`src/rtl/des_subkey_gen.sv`:
```
// Iterative DES key schedule: streams the 16 round subkeys, K1..K16 for
// encryption (left rotations) or K16..K1 for decryption (right rotations).
module des_subkey_gen (
  input  logic        clk,
  input  logic        n_rst,
  input  logic        start,
  input  logic [63:0] key_in,
  input  logic        decrypt,
  input  logic        subkey_ready,
  output logic [47:0] subkey,
  output logic        subkey_valid,
  output logic [3:0]  round_idx,
  output logic        busy,
  output logic        done
);

  typedef enum logic [1:0] {
    IDLE = 2'd0,
    RUN  = 2'd1,
    DONE = 2'd2
  } state_t;

  // FIPS 46-3 bit numbers (1 = MSB) selected by each output position, MSB first.
  localparam logic [6:0] PC1_TAB [56] = '{
    7'd57, 7'd49, 7'd41, 7'd33, 7'd25, 7'd17, 7'd9,
    7'd1,  7'd58, 7'd50, 7'd42, 7'd34, 7'd26, 7'd18,
    7'd10, 7'd2,  7'd59, 7'd51, 7'd43, 7'd35, 7'd27,
    7'd19, 7'd11, 7'd3,  7'd60, 7'd52, 7'd44, 7'd36,
    7'd63, 7'd55, 7'd47, 7'd39, 7'd31, 7'd23, 7'd15,
    7'd7,  7'd62, 7'd54, 7'd46, 7'd38, 7'd30, 7'd22,
    7'd14, 7'd6,  7'd61, 7'd53, 7'd45, 7'd37, 7'd29,
    7'd21, 7'd13, 7'd5,  7'd28, 7'd20, 7'd12, 7'd4
  };

  localparam logic [5:0] PC2_TAB [48] = '{
    6'd14, 6'd17, 6'd11, 6'd24, 6'd1,  6'd5,
    6'd3,  6'd28, 6'd15, 6'd6,  6'd21, 6'd10,
    6'd23, 6'd19, 6'd12, 6'd4,  6'd26, 6'd8,
    6'd16, 6'd7,  6'd27, 6'd20, 6'd13, 6'd2,
    6'd41, 6'd52, 6'd31, 6'd37, 6'd47, 6'd55,
    6'd30, 6'd40, 6'd51, 6'd45, 6'd33, 6'd48,
    6'd44, 6'd49, 6'd39, 6'd56, 6'd34, 6'd53,
    6'd46, 6'd42, 6'd50, 6'd36, 6'd29, 6'd32
  };

  function automatic logic [55:0] pc1(input logic [63:0] k);
    logic [55:0] r;
    r = 56'd0;
    for (int i = 0; i < 56; i++) begin
      r[6'(55 - i)] = k[6'(7'd64 - PC1_TAB[i])];
    end
    return r;
  endfunction

  function automatic logic [47:0] pc2(input logic [55:0] cd);
    logic [47:0] r;
    r = 48'd0;
    for (int i = 0; i < 48; i++) begin
      r[6'(47 - i)] = cd[6'd56 - PC2_TAB[i]];
    end
    return r;
  endfunction

  function automatic logic [27:0] rotl(input logic [27:0] x, input logic two);
    if (two) begin
      return {x[25:0], x[27:26]};
    end else begin
      return {x[26:0], x[27]};
    end
  endfunction

  function automatic logic [27:0] rotr(input logic [27:0] x, input logic two);
    if (two) begin
      return {x[1:0], x[27:2]};
    end else begin
      return {x[0], x[27:1]};
    end
  endfunction

  state_t      state_r, state_n;
  logic [27:0] c_r, c_n, d_r, d_n;
  logic [3:0]  cnt_r, cnt_n;
  logic [3:0]  idx_r, idx_n;
  logic        dec_r, dec_n;
  logic        valid_r, valid_n;
  logic        busy_r, busy_n;
  logic        done_r, done_n;
  logic [55:0] key_pc1_s;
  logic        xfer_s;
  logic        rot_two_s;

  assign key_pc1_s = pc1(key_in);
  assign xfer_s    = valid_r & subkey_ready;
  // Single-bit rotations fall before rounds 2, 9 and 16 in either direction.
  assign rot_two_s = !((cnt_r == 4'd0) || (cnt_r == 4'd7) || (cnt_r == 4'd14));

  // Next-state, datapath and output decode.
  always_comb begin
    state_n = state_r;
    c_n     = c_r;
    d_n     = d_r;
    cnt_n   = cnt_r;
    idx_n   = idx_r;
    dec_n   = dec_r;
    valid_n = valid_r;
    busy_n  = busy_r;
    done_n  = 1'b0;
    case (state_r)
      IDLE: begin
        if (start) begin
          dec_n   = decrypt;
          cnt_n   = 4'd0;
          valid_n = 1'b1;
          busy_n  = 1'b1;
          state_n = RUN;
          if (decrypt) begin
            c_n   = key_pc1_s[55:28];
            d_n   = key_pc1_s[27:0];
            idx_n = 4'd15;
          end else begin
            c_n   = rotl(key_pc1_s[55:28], 1'b0);
            d_n   = rotl(key_pc1_s[27:0], 1'b0);
            idx_n = 4'd0;
          end
        end else begin
          valid_n = 1'b0;
          busy_n  = 1'b0;
        end
      end
      RUN: begin
        if (xfer_s) begin
          if (cnt_r == 4'd15) begin
            valid_n = 1'b0;
            busy_n  = 1'b0;
            done_n  = 1'b1;
            state_n = DONE;
          end else begin
            cnt_n = cnt_r + 4'd1;
            if (dec_r) begin
              c_n   = rotr(c_r, rot_two_s);
              d_n   = rotr(d_r, rot_two_s);
              idx_n = idx_r - 4'd1;
            end else begin
              c_n   = rotl(c_r, rot_two_s);
              d_n   = rotl(d_r, rot_two_s);
              idx_n = idx_r + 4'd1;
            end
          end
        end else begin
          state_n = RUN;
        end
      end
      DONE: begin
        valid_n = 1'b0;
        busy_n  = 1'b0;
        state_n = IDLE;
      end
      default: begin
        valid_n = 1'b0;
        busy_n  = 1'b0;
        state_n = IDLE;
      end
    endcase
  end

  // State, key halves and registered status.
  always_ff @(posedge clk or negedge n_rst) begin
    if (!n_rst) begin
      state_r <= IDLE;
      c_r     <= 28'd0;
      d_r     <= 28'd0;
      cnt_r   <= 4'd0;
      idx_r   <= 4'd0;
      dec_r   <= 1'b0;
      valid_r <= 1'b0;
      busy_r  <= 1'b0;
      done_r  <= 1'b0;
    end else begin
      state_r <= state_n;
      c_r     <= c_n;
      d_r     <= d_n;
      cnt_r   <= cnt_n;
      idx_r   <= idx_n;
      dec_r   <= dec_n;
      valid_r <= valid_n;
      busy_r  <= busy_n;
      done_r  <= done_n;
    end
  end

  assign subkey       = pc2({c_r, d_r});
  assign subkey_valid = valid_r;
  assign round_idx    = idx_r;
  assign busy         = busy_r;
  assign done         = done_r;

endmodule

```
`config.mk`:
```
export PLATFORM = sky130hd
export DESIGN_NAME = des_subkey_gen
export DESIGN_NICKNAME = d
export VERILOG_FILES = /design/src/rtl/des_subkey_gen.sv
export SDC_FILE = /design/constraint.sdc
export NUM_CORES = 1
export LEC_CHECK = 0
export ABC_CLOCK_PERIOD_IN_PS = 2500
export CORE_MARGIN = 2
export CORE_UTILIZATION = 35
export CTS_CLUSTER_SIZE = 30
export DETAILED_ROUTE_END_ITERATION = 7
export PLACE_DENSITY = 0.57
export REMOVE_ABC_BUFFERS = 1
export SLEW_MARGIN = 20
export SYNTH_ARGS = -nofsm -noshare
export SYNTH_HDL_FRONTEND = slang
export SYNTH_SLANG_ARGS = --single-unit
```
`constraint.sdc`:
```
create_clock -name clk -period 2.5 [get_ports clk]
set_input_delay 0.625 -clock clk [delete_from_list [all_inputs] [get_ports clk]]
set_output_delay 0.625 -clock clk [all_outputs]
set_load 0.01 [all_outputs]
```
* Word level (Yosys, flattened, before mapping)
Cells that the tools add are included. W data, S select, Z words.
Operators by class: add/sub/neg operators 3, equal/unequal tests 9, muxes and demuxes 37, bitwise operators 1, reduce and logical (&&, ||, !) cells 9
Operators with widths (number):
- $mux W28 | 13
- $pmux W28 S2 | 2
- $mux W4 | 8
- $pmux W4 S2 | 2
- $add A4 B1 Y4 const B | 2
- $eq A4 B4 Y1 const B | 2
- $ne A2 B2 Y1 const B | 4
- $mux W1 | 6
- $mux W2 | 3
- $reduce_and A2 Y1 | 3
- $mux W5 | 1
- $eq A4 B3 Y1 const B | 1
- $logic_not A4 Y1 | 1
- $pmux W2 S2 | 1
- $reduce_and A4 Y1 | 1
- $sub A4 B1 Y4 const B | 1
- $ne A3 B3 Y1 const B | 1
- $eq A2 B1 Y1 const B | 1
- $logic_not A2 Y1 | 1
- $logic_or A1 B1 Y1 | 2
- $pmux W1 S2 | 1
- $reduce_bool A2 Y1 | 1
- $and A1 B1 Y1 | 1
Storage, ports and cells: register bits after elaboration 69, output and inout bits 55, word-level logic and storage cells 67

* Depth between registers and ports, before layout
depth after elaboration 8, depth in mapped cells 8, gate-level depth less buffers 6

* Worst setup path before layout
No wires, ideal clock.
path type reg2reg, from register cnt_r[0], to register c_r[15], data arrival time 1.932 ns, data required time 2.399 ns, slack 0.467 ns, cell stages (with the launch flop) 7, buffers on the path 1, clock period less this slack 2.033 ns, cells stage by stage dfrtp_1 ha_1 mux2_4 mux2i_4 buf_4 mux2_2 o32ai_1
Between the ends: cells in the longest elaborated chain, start to end 8
Ends and longest elaborated chain:
- start, declared | RTL line 82 | logic [3:0] cnt_r, cnt_n;
- start signal, assigned | RTL line 182 | cnt_r <= cnt_n;
- $eq A4 B3 Y1 or $logic_not A4 Y1 (tied branches) | RTL line 95 | assign rot_two_s = !((cnt_r == 4'd0) || (cnt_r == 4'd7) || (cnt_r == 4'd14));
- $logic_or A1 B1 Y1 (2 in a row) | RTL line 95
- $mux W28, on equally long branches | RTL line 65, 73
- $mux W28 | RTL line 139 | if (dec_r) begin
- $mux W28 | RTL line 132 | if (cnt_r == 4'd15) begin
- $mux W28 | RTL line 131 | if (xfer_s) begin
- $pmux W28 S2 | RTL line 108 | case (state_r)
- end signal, assigned | RTL line 180 | c_r <= c_n;
- end, declared | RTL line 81 | logic [27:0] c_r, c_n, d_r, d_n;
Several ways; a longest one is shown, not always the timed one. The select of a mux whose other input is x is not followed. A chain may end at the register's enable or synchronous reset.

* Worst setup path in the final report
from register cnt_r[0], to register c_r[21]
The elaborated chain is that of the path after synthesis.

==> metrics.txt <==
status=complete, no violations; initial antenna violation count=0; # hold bufs at CTS=0; register bit total from synthesis=69; core box area=approximately 19000 um2; Row Count=50; routability cong.=0.775; Mapped Area=about 6600 um2; largest net degree at the start of global routing=80; fin crit share=0.899; CP Max Fanout=17; Root Driver=clkbuf_16; Crit Path Category=reg -> reg; GRT met3 Usage=0.0258; post-route setup TNS=0 ns; Gates resized, CTS repair=0; post-synth cell types=just under 70; Crit path required time=around 2.7 ns; cell taking the most area after synthesis=dfrtp_1; FF-to-FF path depth=6; TritonCTS Buffers=9; post-DR wirelength/cell=about 20 um; CTS H-tree depth=3; Slew Limit Fails=0; Avg Inst Size Synth=8.39 um2; # diodes=0; Worst R2R Start=cnt_r[0]$_DFFE_PN0P_; Syn. warnings=0; Critical Path Max Stage Delay=0.41 ns; Die Y=around 140 um; Fillers=between 1500 and 2000; Hold Crit Class=in -> async; P per Cell Area=about 1400 nW/um2; number of max-cap violations=0; vias in the first global route=approximately 6000; Max IR drop VDD=between 0.6 and 0.7 mV; total track usage=0.202; initial core utilization=0.354; sequential area share after synthesis=0.264; Pleak=between 0.003 and 0.004 uW; Core Util, Final=0.410; RSZ-0062 raised after global routing=false; Crit-path slowest cell=dfrtp_1; CP Cell Sequence=ha_1 > mux2_4 > mux2i_4 > buf_4 > a221oi_1 > o32ai_1; Placed Area=7290 um2; Post-Synthesis Cells=781; final number of hold-violating endpoints=0; Buf+Inv Stages, Crit Path=1; largest cells by area after synthesis=dfrtp_1, mux2i_1, buf_4; slew at the pin with the worst max-slew slack=0.784 ns; ys async rst share=1.00; Synth top cells by count=mux2i_1, dfrtp_1, clkbuf_1, nor2_1, buf_4; number of remaining DRC errors=0; clk slew on worst S/H paths=~0.06 ns; M1 GR Usage=0.277; nets=851; Post-CTS Setup Bufs=0; M2 GR Usage=0.336; first-pass GRT wire length=32900 um; 1st-iter DRT viols=491; layout cells sized above 1=0.104; post-route ant nets=0; Crit path max-delay family=multiplexers; Layout Skew=0.00717 ns; EDFF count, synth=0; crit path DAT=between 2 and 2.5 ns; Die ar.=approximately 20000 um2; # port buffers=between 70 and 80; GRT busiest layer=met2; global route total overflow=0; Max clock buf depth=2; main flop type after synthesis=dfrtp_1; final wirelength=around 20000 um; Final setup viols=0; io pins=approximately 120; DP HPWL=about 13000 um; CP Launch Type=flop; drt first pass iters=6; vias=between 6000 and 7000; Fmax=around 440 MHz; clock latency on the worst-skew pair=approximately 0.34 ns; CTS tree=built; Layout Cells excl Fill=1015; Relative slew margins=0.477; Chip Width=between 100 and 150 um; synthesis-to-layout area growth=15.9%; Tmin final=2.25 ns; post-route cell area=about 7600 um2; placed insts=approximately 1000; crit end category=flop; FF-to-FF End=c_r[21]$_DFFE_PN0P_; vias per cell=around 6; CTS Sinks=69; register-to-register setup slack=approximately 0.25 ns; Yosys top cell area share=0.264; most common cell in the netlist=mux2i_1
## worst max-delay path by stage
stage                          from                        to  slack [ns]  cells after the start
6_report       cnt_r[0]$_DFFE_PN0P_       c_r[21]$_DFFE_PN0P_        0.25                      6
5_1_grt        cnt_r[0]$_DFFE_PN0P_       d_r[16]$_DFFE_PN0P_        0.12                      6
4_1_cts        cnt_r[0]$_DFFE_PN0P_       c_r[21]$_DFFE_PN0P_        0.26                      6
3_5_place_dp           subkey_ready       d_r[27]$_DFFE_PN0P_        0.02                      6
3_3_place_gp           subkey_ready        d_r[3]$_DFFE_PN0P_        0.04                      6
2_1_floorplan     dec_r$_DFFE_PN0P_  round_idx[1]$_DFFE_PN0P_       -2.15                      3
## cells by family (layout without fill, tap and decap cells)
group | Yosys count | in the layout | synth area share
compound gates | 276 | 276 | 0.319
simple gates | 177 | 177 | 0.133
buf+inv | 169 | 154 | 0.138
mux | 82 | 82 | 0.132
flops | 69 | 69 | 0.264
fa+ha+maj | 6 | 6 | 0.0126
other cells | 1 | 16 | 0.000572
xor+xnor | 1 | 1 | 0.00134
## layout make-up
cell class / instances / area [um2] / share of cell area
Multi-Input combinational cell: 558 / 4000 / 0.526
Sequential cell: 69 / 1730 / 0.228
Timing Repair Buffer: 118 / 1190 / 0.157
Tap cell: 234 / 293 / 0.0386
Clock buffer: 11 / 233 / 0.0306
Clock inverter: 5 / 75.1 / 0.00988
Inverter: 20 / 75.1 / 0.00988
## where the power goes
part | internal [uW] | switching (uW) | total (uW)
Sequential | 1630 | 942 | 2570
Combinational | 3130 | 3740 | 6870
Clock | 870 | 531 | 1400
Total | 5630 | 5220 | 10800
## layer usage
metal / share of wire / vias up / wire length, um
li1: - / 2935 / -
met1: 0.45 / 3085 / 9190
met2: 0.48 / 210 / 9800
met3: 0.050 / 20 / 1000
met4: 0.012 / 0 / 238
met5: 0 / - / 0
## through the flow
stage / total power [uW] / setup WS, ns / hold WS [ns]
floorplan: 6730 / -2.15 / 0.329
global route: 11700 / 0.122 / 0.420
CTS: 10800 / 0.256 / 0.386
detailed placement: 9410 / 0.0241 / 0.485
finish: 10800 / 0.252 / 0.362
global placement: 9360 / 0.0408 / 0.475
## registers in the layout, indices dropped and copies added, names as in the netlist
| register | flops |
|---|---|
| busy | 1 |
| c_r | 28 |
| cnt_r | 4 |
| d_r | 28 |
| dec_r | 1 |
| done | 1 |
| round_idx | 4 |
| state_r | 2 |
## worst register-to-register path: cells and delay by family (launching register included)
family | cells | cell delay, ns
mux | 2 | 0.67
compound gates | 2 | 0.44
flops | 1 | 0.41
fa+ha+maj | 1 | 0.31
buf+inv | 1 | 0.30
## cells in the final DEF, fill, tap and decap left out, types with 11 or more instances in the layout
master	n
o31ai_1	25
a32o_1	11
o31a_1	24
clkdlybuf4s50_1	73
nor3_1	27
inv_1	19
mux2i_1	77
o311ai_0	24
o311a_1	19
nand3_1	30
o221ai_1	20
conb_1	16
buf_4	34
o21ai_0	45
a21oi_1	38
dfrtp_1	67
nor2_1	60
nand2_1	21
Power figures use the tool's default switching activity.
